--- src/rtl/fence_display_sequencer.sv ---
// Game-level sequencer for the fencing display: start screen, countdown, play, hit flash and
// round-over, driving the display mux layer selects and keeping score.
module fence_display_sequencer #(
    parameter int unsigned FRAMES_PER_SEC = 60,
    parameter int unsigned COUNTDOWN_SEC  = 3,
    parameter int unsigned FLASH_FRAMES   = 30,
    parameter int unsigned WIN_SCORE      = 5,
    parameter int unsigned SCORE_W        = 4
) (
    input  logic               clk_in,
    input  logic               rst_n_in,
    input  logic               new_frame_in,
    input  logic               start_btn_in,
    input  logic               player_hit_in,
    input  logic               opponent_hit_in,
    output logic               start_display_out,
    output logic               border_en_out,
    output logic               saber_en_out,
    output logic               box_en_out,
    output logic [3:0]         countdown_out,
    output logic [SCORE_W-1:0] player_score_out,
    output logic [SCORE_W-1:0] opponent_score_out,
    output logic [1:0]         winner_out,
    output logic [2:0]         state_out
);

    localparam int unsigned CntMax = (FRAMES_PER_SEC > FLASH_FRAMES) ? FRAMES_PER_SEC
                                                                      : FLASH_FRAMES;
    localparam int unsigned CntW   = $clog2(CntMax + 1);

    localparam logic [SCORE_W-1:0] ScoreMax = {SCORE_W{1'b1}};
    localparam logic [SCORE_W-1:0] ScoreWin = SCORE_W'(WIN_SCORE);
    localparam logic [3:0]         CdLoad   = 4'(COUNTDOWN_SEC);
    localparam logic [CntW-1:0]    SecLast  = CntW'(FRAMES_PER_SEC - 1);
    localparam logic [CntW-1:0]    FlashLast = CntW'(FLASH_FRAMES - 1);

    typedef enum logic [2:0] {
        StIdle      = 3'd0,
        StCountdown = 3'd1,
        StPlay      = 3'd2,
        StHitFlash  = 3'd3,
        StRoundOver = 3'd4
    } state_e;

    state_e             state_q, state_d;
    logic [CntW-1:0]    cnt_q, cnt_d;
    logic [3:0]         countdown_q, countdown_d;
    logic [SCORE_W-1:0] player_score_q, player_score_d;
    logic [SCORE_W-1:0] opponent_score_q, opponent_score_d;
    logic [1:0]         winner_q, winner_d;
    logic               start_prev_q;
    logic               start_display_q, start_display_d;
    logic               border_q, border_d;
    logic               saber_q, saber_d;
    logic               box_q, box_d;

    logic               start_edge;
    logic               any_hit;
    logic [SCORE_W-1:0] player_upd, opponent_upd;
    logic               player_wins, opponent_wins;

    assign start_edge = start_btn_in & ~start_prev_q;
    assign any_hit    = player_hit_in | opponent_hit_in;

    // Saturating score updates and win detection on the post-hit scores.
    always_comb begin
        player_upd   = player_score_q;
        opponent_upd = opponent_score_q;
        if (player_hit_in && (player_score_q != ScoreMax)) begin
            player_upd = player_score_q + SCORE_W'(1);
        end
        if (opponent_hit_in && (opponent_score_q != ScoreMax)) begin
            opponent_upd = opponent_score_q + SCORE_W'(1);
        end
        player_wins   = (player_upd >= ScoreWin);
        opponent_wins = (opponent_upd >= ScoreWin);
    end

    always_comb begin
        state_d          = state_q;
        cnt_d            = cnt_q;
        countdown_d      = countdown_q;
        player_score_d   = player_score_q;
        opponent_score_d = opponent_score_q;
        winner_d         = winner_q;

        case (state_q)
            StIdle: begin
                if (start_edge) begin
                    player_score_d   = '0;
                    opponent_score_d = '0;
                    winner_d         = 2'b00;
                    countdown_d      = CdLoad;
                    cnt_d            = '0;
                    state_d          = StCountdown;
                end
            end
            StCountdown: begin
                if (new_frame_in) begin
                    if (cnt_q == SecLast) begin
                        cnt_d       = '0;
                        countdown_d = countdown_q - 4'd1;
                        if (countdown_q == 4'd1) begin
                            state_d = StPlay;
                        end
                    end else begin
                        cnt_d = cnt_q + CntW'(1);
                    end
                end
            end
            StPlay: begin
                if (any_hit) begin
                    player_score_d   = player_upd;
                    opponent_score_d = opponent_upd;
                    if (player_wins || opponent_wins) begin
                        winner_d = {opponent_wins, player_wins};
                        state_d  = StRoundOver;
                    end else begin
                        cnt_d   = '0;
                        state_d = StHitFlash;
                    end
                end
            end
            StHitFlash: begin
                if (new_frame_in) begin
                    if (cnt_q == FlashLast) begin
                        cnt_d       = '0;
                        countdown_d = CdLoad;
                        state_d     = StCountdown;
                    end else begin
                        cnt_d = cnt_q + CntW'(1);
                    end
                end
            end
            StRoundOver: begin
                if (start_edge) begin
                    state_d = StIdle;
                end
            end
            default: begin
                state_d = StIdle;
            end
        endcase

        // Layer selects are decoded from the next state so they register alongside it.
        start_display_d = (state_d == StIdle);
        box_d           = (state_d != StIdle);
        saber_d         = (state_d == StPlay);
        border_d        = (state_d == StRoundOver) || ((state_d == StHitFlash) && !cnt_d[0]);
    end

    always_ff @(posedge clk_in or negedge rst_n_in) begin
        if (!rst_n_in) begin
            state_q          <= StIdle;
            cnt_q            <= '0;
            countdown_q      <= 4'd0;
            player_score_q   <= '0;
            opponent_score_q <= '0;
            winner_q         <= 2'b00;
            start_prev_q     <= 1'b1;
            start_display_q  <= 1'b1;
            border_q         <= 1'b0;
            saber_q          <= 1'b0;
            box_q            <= 1'b0;
        end else begin
            state_q          <= state_d;
            cnt_q            <= cnt_d;
            countdown_q      <= countdown_d;
            player_score_q   <= player_score_d;
            opponent_score_q <= opponent_score_d;
            winner_q         <= winner_d;
            start_prev_q     <= start_btn_in;
            start_display_q  <= start_display_d;
            border_q         <= border_d;
            saber_q          <= saber_d;
            box_q            <= box_d;
        end
    end

    assign start_display_out  = start_display_q;
    assign border_en_out      = border_q;
    assign saber_en_out       = saber_q;
    assign box_en_out         = box_q;
    assign countdown_out      = countdown_q;
    assign player_score_out   = player_score_q;
    assign opponent_score_out = opponent_score_q;
    assign winner_out         = winner_q;
    assign state_out          = state_q;

endmodule

--- config.mk ---
export PLATFORM = sky130hd
export DESIGN_NAME = fence_display_sequencer
export DESIGN_NICKNAME = d
export VERILOG_FILES = /design/src/rtl/fence_display_sequencer.sv
export SDC_FILE = /design/constraint.sdc
export NUM_CORES = 1
export LEC_CHECK = 0
export ABC_AREA = 1
export BUFFER_PORTS_ARGS = -buffer_cell sky130_fd_sc_hd__buf_2
export CORE_UTILIZATION = 30
export CTS_CLUSTER_SIZE = 20
export DETAILED_ROUTE_END_ITERATION = 16
export GPL_TIMING_DRIVEN = 0
export PLACE_DENSITY_LB_ADDON = 0.12
export RECOVER_POWER = 100
export SYNTH_ARGS = -nofsm -noshare
export SYNTH_HDL_FRONTEND = slang
export SYNTH_SLANG_ARGS = --single-unit
export TNS_END_PERCENT = 20
--- constraint.sdc ---
create_clock -name clk_in -period 3.5 [get_ports clk_in]
set_input_delay 1.05 -clock clk_in [delete_from_list [all_inputs] [get_ports clk_in]]
set_output_delay 1.05 -clock clk_in [all_outputs]
set_load 0.01 [all_outputs]
### After elaboration in Yosys (flattened, before gate mapping)

Index checks and enable logic that the tools add are counted.

| storage, ports and cells | value |
|---|---|
| register bits | 28 |
| bits in latches | 0 |
| memory bits (writable) | 0 |
| memory bits (read-only) | 0 |
| input port bits | 6 |
| output and inout port bits | 21 |
| word-level logic and storage cells | 92 |
| memories kept | 0 |

| cells by class | value |
|---|---|
| add/sub/neg operators | 4 |
| $mul | 0 |
| div/mod/pow operators | 0 |
| $lt $le $gt $ge | 2 |
| eq/ne operators | 20 |
| shifts and indexed selects | 0 |
| multiplexer cells | 35 |
| bitwise logic cells | 3 |
| reduce and logical (&&, ||, !) cells | 16 |

Operators by type and width:

| operator | count |
|---|---|
| $mux W6 | 7 |
| $mux W4 | 10 |
| $mux W3 | 9 |
| $pmux W6 S4 | 1 |
| $ne A2 B2 Y1 const B | 8 |
| $pmux W4 S2 | 2 |
| $pmux W3 S5 | 1 |
| $eq A3 B2 Y1 const B | 4 |
| $pmux W4 S3 | 1 |
| $reduce_and A6 Y1 | 2 |
| $add A4 B1 Y4 const B | 2 |
| $ge A4 B3 Y1 const B | 2 |
| $ne A4 B4 Y1 const B | 2 |
| $add A6 B1 Y6 const B | 1 |
| $eq A3 B3 Y1 const B | 2 |
| $eq A6 B5 Y1 const B | 1 |
| $eq A6 B6 Y1 const B | 1 |
| $logic_not A3 Y1 | 2 |
| $mux W2 | 3 |
| $reduce_bool A3 Y1 | 2 |
| $eq A4 B1 Y1 const B | 1 |
| $pmux W2 S2 | 1 |
| $reduce_and A4 Y1 | 1 |
| $reduce_bool A4 Y1 | 1 |
| 10 further kinds | 13 |

### Longest topological paths before layout

Gate-level depths: netlist (run 1).

| depth | value |
|---|---|
| word-level depth | 11 |
| depth in mapped cells | 14 |
| depth with buffers taken out | 14 |

### Least setup slack after synthesis (run 1)

Ideal clock, no wire load.

| timing path | value |
|---|---|
| path type | in2reg |
| start | in start_btn_in |
| end | reg cnt_q[2] |
| library setup time | 0.121 ns |
| arrival | 1.829 ns |
| data required time | 3.379 ns |
| slack | 1.550 ns |
| stages | 9 |
| buffers on the path | 0 |
| path through | inv_1 -> nor2_1 -> inv_1 -> nand2_1 -> nand2_1 -> a211oi_2 -> nand3_1 -> nor2_1 -> a21oi_1 |

| on the way | value |
|---|---|
| cells in the longest elaborated chain, start to end | 3 |

Ends and longest elaborated chain:

| element | line | text |
|---|---|---|
| start, declared | 13 | `input logic start_btn_in,` |
| $and A1 B1 Y1 | 62 | `assign start_edge = start_btn_in & ~start_prev_q;` |
| $ne A2 B2 Y1 (no line) | n/a |  |
| $reduce_and A6 Y1 (no line) | n/a |  |
| end signal, assigned | 167 | `cnt_q <= cnt_d;` |
| end, declared | 46 | `logic [CntW-1:0] cnt_q, cnt_d;` |

Every way passes these cells.
A chain may end at the register's enable or synchronous reset.

### Worst setup path after layout (run 1)

| timing path | value |
|---|---|
| start | in opponent_hit_in |
| end | reg winner_q[1] (netlist: winner_out[1]) |

| on the way | value |
|---|---|
| cells in the longest elaborated chain, start to end | 6 |
| elaborated cells between the ends (all ways) | 11 |
| those cells by class | order compare (1); eq/ne (2); mux (4); bitwise (1); reduce/logical (3) |

Ends and longest elaborated chain:

| element | line | text |
|---|---|---|
| start, declared | 15 | `input logic opponent_hit_in,` |
| $logic_and A1 B1 Y1 | 72 | `if (opponent_hit_in && (opponent_score_q != ScoreMax)) begin` |
| $mux W4 | 72 |  |
| $ge A4 B3 Y1 | 76 | `opponent_wins = (opponent_upd >= ScoreWin);` |
| $mux W2 or $logic_or A1 B1 Y1 (tied branches) | 115 | `if (player_wins \|\| opponent_wins) begin` |
| $mux W2 or $ne A2 B2 Y1 (tied branches) | n/a |  |
| $pmux W2 S2 or $reduce_and A4 Y1 (tied branches) | n/a |  |
| end signal, assigned | 171 | `winner_q <= winner_d;` |
| end, declared | 50 | `logic [1:0] winner_q, winner_d;` |

Parallel ways exist; a longest one is shown, timed or not. The select of a mux whose other input is x is not followed.

==> impl_metrics.py, run 1 <==
metrics = {
    "worst_hold_path": {
        "hold_end": "winner_out[1]",
        "hp-start": "winner_out[1]",
        "hold_path_depth": 2,
        "min_path_type": "reg -> reg",
    },
    "grt": {
        "antenna_found_initial": 0,
        "grtUsageTotal_pct": 14.0,
        "grt_start_max_net_pins": 29,
        "overflow": 0,
        "grt_pass1_vias": 1434,
        "grt_first_pass_wirelength_mm": 6.76,
    },
    "synthesis": {
        "synthFlopType": "dfrtp_1",
        "ys_types": 30,
        "synth_compound_area_share_pct": 12.0,
        "yosys.area_share.simple_pct": 32.8,
        "synth_top_family_by_area": "simple AND/OR/NAND/NOR gates",
        "yosys.area.top_type": "dfrtp_1",
        "synthXorXnorAreaFrac_pct": 1.52,
        "yosysWarningCount": 0,
        "synth.most_common_cell": "nand2_1",
        "synth_top_cell_area_share_pct": 37.7,
        "async_flop_share_pct": 100,
        "yosys-mux-area-fraction_pct": 0,
        "postSynthCellCount": 220,
        "synth_area_um2": 1730,
        "syn-num-nets": 232,
        "synth_edf_count": 0,
        "avgSynthCellArea_um2": 7.85,
        "ys_top_cells_by_area": "dfrtp_1 38%, nand2_1 11%, inv_1 7.2%",
        "synth-seq-cells": 28,
        "synth_seq_area_share_pct": 40.7,
        "synthTopCellsByCount": "50 x nand2_1, 33 x inv_1, 26 x dfrtp_1",
        "synth_fa_ha_area_share_pct": 4.35,
    },
    "setup_path": {
        "timing.rr.end": "winner_out[1]",
        "slowest_stage": "o21bai_1",
        "reg2reg_slack_ns": 1.50,
        "start_kind": "primary input",
        "reg2reg_from": "opponent_score_out[0]",
        "max_stage_delay_ns": 0.30,
        "critPathMostFrequentCell": "nand2_1",
        "worstPathCellList": "clkbuf_1 > nand2_1 > inv_1 > nand3_2 > nand2_1 > nand2_1 > nand2_1 > nand2_1 > o21bai_1 > o21ai_0",
        "path_max_fanout": 6,
        "arrival_ns": 2.41,
        "ff2ff_path_depth": 11,
        "worstPathRequired_ns": 3.66,
        "cp-end-kind": "flop",
        "crit_type": "in -> reg",
    },
    "sta": {
        "setup_viol": 0,
        "fin_ws_ns": 1.24,
        "max_freq_ghz": 0.443,
        "fin_skew_ns": 0.00492,
        "period_minus_slack_ns": 2.26,
        "slew_headroom_pct": -5.21,
        "slew_viol_final": 29,
        "tightest_slew_ns": 1.58,
        "holdWs_ns": 0.498,
        "fin_crit_sh_pct": 64.5,
        "tns_ns": 0,
        "rsz0062_at_grt": "no",
        "hold_viol_final": 0,
    },
    "cells_and_area": {
        "area_growth_pct": 12.2,
        "finish.utilization_pct": 35.0,
        "fillCellCount": 630,
        "layout-drive-gt1-share_pct": 13.6,
        "fin_nets": 263,
        "diodes": 0,
    },
    "floorplan": {
        "die_area_um2": 6060,
        "start_util_pct": 31.2,
        "rows": 27,
        "core-area_um2": 5540,
        "die-width_um": 77.9,
        "ioPinCount": 27,
        "die_h_um": 77.9,
    },
    "pwr": {
        "leakage_nw": 1.00,
        "vdd_drop_max_v": 0.000187,
        "power_density_nw_per_um2": 545,
        "power_mw": 1.06,
    },
    "clock_tree": {
        "cts_resized": 0,
        "cts_tree": "done",
        "clock_latency_ns": 0.27,
        "numClockSinks": 28,
        "clk_pin_slew_ns": 0.10,
        "post_cts_buffers": 0,
        "htree_levels": 1,
        "cts_hold_buf": 0,
        "root_buffer": "clkbuf_8",
        "cts_max_path_buffers": 2,
        "cts_made_buffers": 3,
    },
    "detailed_routing": {
        "wire_per_inst_um": 11.8,
        "drt_iter0_drc": 63,
        "vias": 1448,
        "drt_first_pass_iters": 4,
        "vias_per_cell": 4.50,
        "ant_nets": 0,
        "drc": 0,
        "drt_wl_total_mm": 3.79,
    },
    "placement": {
        "place.gp.congestion": 0.765,
        "port_buffers": 26,
        "pre_cts_ws_ns": 1.06,
        "hpwl_mm": 2.83,
    },
    "run_status": {
        "violations": "max-capacitance violations, max-slew violations",
        "status": "complete, but fails checks",
    },
    "flow_run": {
        "drv_cap": 1,
    },
}
-- routing by layer --
layer	track usage, %	wire length [um]
met2	21.0	1640
met4	2.83	24
met3	2.00	111
met1	21.2	2020
met5	0	0
-- stage by stage --
stage,instance area [um2],std cells
after floorplan,1730,220
after global placement,1950,318
after detailed placement,1950,318
after CTS,2000,322
after global routing,1940,322
final,1940,322
-- cells in the final DEF (no fill, tap or decap), drive strengths merged --
master and count:
nor4 1, nor2 19, and3 1, xor2 2, o22ai 8, inv 40, a31oi 1, nand3 18
o21ai 10, o21bai 2, nand2 61, clkbuf 28, a21oi 7, xnor2 1, dfstp 2, nor3 6
dfrtp 26, nand4 5, a22oi 2, ha 6, nor3b 1, a211oi 1, buf 2
-- worst max path at each step --
| stage | start | end | slack (ns) |
|---|---|---|---|
| CTS | player_hit_in | player_score_out[3] | 1.36 |
| global route | opponent_hit_in | winner_out[0] | 0.99 |
| floorplan | start_btn_in | cnt_q[2] | 1.55 |
| finish | opponent_hit_in | winner_out[1] | 1.24 |
| global placement | player_hit_in | player_score_out[3] | 1.07 |
| detailed placement | player_hit_in | opponent_score_out[3] | 1.06 |
-- cell families after synthesis --
kind of cell,after synthesis
and+or+nand+nor,112
buffers and inverters,40
AOI/OAI and AO/OA,31
DFF,28
adders and majority gates,6
xor gates and xnor gates,3
-- area by class of cell --
cell class,count,area [um2],area share (%)
repair buffers,26,100,5.16
flip-flops and latches,28,703,36.3
well taps,72,90.1,4.65
inverters,40,150,7.75
multi-input cells,152,840,43.3
clock buffers,4,55.1,2.84
-- state kept, by name, summed over array words and instances (netlist names) --
signal	flops
saber_en_out	1
countdown_out	4
box_en_out	1
start_display_out	1
cnt_q	6
state_out	3
player_score_out	4
border_en_out	1
winner_out	2
opponent_score_out	4
start_prev_q	1
-- worst max-delay path: cells and delay by family --
family | cells | cell delay, ns
AND/OR/NAND/NOR | 6 | 0.64
AO/OA/AOI/OAI | 2 | 0.42
buffers and inverters | 2 | 0.30
-- report_power, final --
| group | internal, mW | switching, mW |
|---|---|---|
| Combinational | 0.148 | 0.246 |
| Clock | 0.101 | 0.106 |
| Sequential | 0.386 | 0.0692 |
| Total | 0.635 | 0.421 |
(Power assumes the default switching activity.)
==> inputs of run 2 (changes only) <==
==> constraint.sdc (replaced) <==
create_clock -name clk_in -period 2.3 [get_ports clk_in]
set_input_delay 0.69 -clock clk_in [delete_from_list [all_inputs] [get_ports clk_in]]
set_output_delay 0.69 -clock clk_in [all_outputs]
set_load 0.01 [all_outputs]
==> run 2 against run 1 <==
The run still ends with max-capacitance violations, max-slew violations left. Largest cell class unchanged. Register-to-register slack worse by 1.1 ns. Worst setup slack worse by 0.86 ns. Die area unchanged. Clock-buffer cell count unchanged. Non-clock buffer count unchanged. Global-route usage unchanged. Critical path type is now reg -> reg. Cell area up 0.71%. Sequential share of layout area down 0.26 points. Total power up 53%. Clock skew about the same. Flip-flop and latch count unchanged.
==> impl_metrics.py, run 2 (synthesized netlist as in run 1, its figures left out) <==
metrics = {
    "sta": {
        "fin_crit_sh_pct": 83.4,
        "setup_viol": 0,
        "holdWs_ns": 0.498,
        "rsz0062_at_grt": "no",
        "max_freq_ghz": 0.521,
        "fin_skew_ns": 0.00454,
        "tightest_slew_ns": 1.58,
        "hold_viol_final": 0,
        "tns_ns": 0,
        "slew_viol_final": 29,
        "slew_headroom_pct": -5.20,
        "period_minus_slack_ns": 1.92,
    },
    "clock_tree": {
        "numClockSinks": 28,
        "cts_resized": 0,
        "clk_pin_slew_ns": 0.10,
        "root_buffer": "clkbuf_8",
        "cts_hold_buf": 0,
        "clock_latency_ns": 0.27,
        "cts_max_path_buffers": 2,
        "cts_made_buffers": 3,
        "htree_levels": 1,
        "post_cts_buffers": 0,
        "cts_tree": "done",
    },
    "floorplan": {
        "ioPinCount": 27,
        "rows": 27,
        "die_area_um2": 6060,
        "core-area_um2": 5540,
        "die-width_um": 77.9,
        "start_util_pct": 31.2,
        "die_h_um": 77.9,
    },
    "cells_and_area": {
        "final_cell_mix": "51 x nand2_1, 33 x inv_1, 26 x dfrtp_1",
        "mostFrequentLayoutCell": "nand2_1",
        "fillCellCount": 624,
        "design_area_um2": 1950,
        "top_register": "cnt_q",
        "diodes": 0,
        "layout-drive-gt1-share_pct": 15.6,
        "area_growth_pct": 13.0,
        "largest_reg_flops": 6,
        "fin_nets": 263,
    },
    "setup_path": {
        "critPathMostFrequentCell": "nand2_2",
        "ff2ff_path_depth": 12,
        "arrival_ns": 2.14,
        "max_stage_delay_ns": 0.42,
        "worstPathRequired_ns": 2.52,
        "worstPathCellList": "ha_1 > nand3_2 > nand2_2 > inv_1 > nand3_1 > nand2_2 > nand3_1 > o21bai_1 > nand2_2 > nand2_1 > nand3_2 > nand2_1",
        "reg2reg_from": "player_score_out[0]",
        "crit_type": "reg -> reg",
        "slowest_stage": "dfrtp_1",
        "cp-end-kind": "flop",
        "start_kind": "flop",
        "reg2reg_slack_ns": 0.38,
        "timing.rr.end": "border_en_out",
        "path_max_fanout": 4,
    },
    "detailed_routing": {
        "drc": 0,
        "ant_nets": 0,
        "drt_wl_total_mm": 3.79,
        "wire_per_inst_um": 11.8,
        "drt_first_pass_iters": 4,
        "vias": 1440,
        "drt_iter0_drc": 56,
        "vias_per_cell": 4.47,
    },
    "run_status": {
        "violations": "max-capacitance violations, max-slew violations",
        "status": "complete, but fails checks",
    },
    "placement": {
        "place.gp.congestion": 0.765,
        "hpwl_mm": 2.83,
        "postPlaceCellArea_um2": 1950,
        "port_buffers": 26,
    },
    "grt": {
        "grt_first_pass_wirelength_mm": 6.76,
        "grt_pass1_vias": 1434,
        "grtUsageTotal_pct": 14.0,
        "antenna_found_initial": 0,
        "grt_start_max_net_pins": 29,
        "overflow": 0,
    },
    "pwr": {
        "vdd_drop_max_v": 0.000289,
        "power_density_nw_per_um2": 829,
        "power_mw": 1.62,
        "leakage_nw": 0.998,
    },
    "worst_hold_path": {
        "hp-start": "winner_out[1]",
        "min_path_type": "reg -> reg",
        "hold_path_depth": 2,
        "hold_end": "winner_out[1]",
    },
    "flow_run": {
        "drv_cap": 1,
    },
}
[run 2: changes by cell type in the layout (fill, tap and decap cells not counted)]
cell      previous run  this run
nor2_1              13        14
a21oi_2              1         2
a21oi_1              6         5
nand2_2              5        10
clkinv_1             0         1
inv_1               34        33
nor2_2               4         3
nand2_1             56        51
[run 2: cell type report]
cell class	count	area, um2	area share (%)
clock buffer	4	55.1	2.82
inverter	40	150	7.69
multi-input combinational	152	853	43.7
sequential	28	703	36.0
tap	72	90.1	4.62
timing repair buffer	26	100	5.13
[run 2: power by group]
group | internal [mW] | total [mW] | leakage, nW | switching, mW
sequential | 0.588 | 0.693 | 0.319 | 0.105
clock | 0.153 | 0.314 | 0.0288 | 0.161
combinational | 0.229 | 0.611 | 0.651 | 0.382
total | 0.970 | 1.62 | 0.998 | 0.648
[run 2: metrics by stage]
step | setup slack, ns | std cells | util [%]
2_1_floorplan | 0.680 | 220 | -
3_3_place_gp | 0.228 | 318 | 35.1
3_5_place_dp | 0.223 | 318 | 35.1
4_1_cts | 0.498 | 322 | 36.1
5_1_grt | 0.130 | 322 | 35.2
6_report | 0.381 | 322 | 35.2
[run 2: critical path: cells and delay by family (launching register included)]
family,cells,cell delay [ns]
AO/OA/AOI/OAI,1,0.27
AND/OR/NAND/NOR,9,0.86
buffers and inverters,1,0.08
adder cells (fa/ha/maj),1,0.25
flip-flops,1,0.42
[run 2: how the worst max path moves through the flow]
stage                                     start                    end  cells after the start
after floorplan           opponent_score_out[0]          border_en_out                     13
after detailed placement          player_hit_in  opponent_score_out[3]                      6
after CTS                 opponent_score_out[0]          border_en_out                     13
after global routing      opponent_score_out[0]             box_en_out                     14
after global placement            player_hit_in    player_score_out[3]                      6
final                       player_score_out[0]          border_en_out                     12
[run 2: metal layers]
layer | track usage [%] | share of wire, % | up-vias
met3 | 2.00 | 2.7 | 2
met1 | 21.2 | 53 | 643
met2 | 21.0 | 43 | 18
met4 | 2.83 | 0.63 | 0
met5 | 0 | 0 | -
li1 | - | - | 777
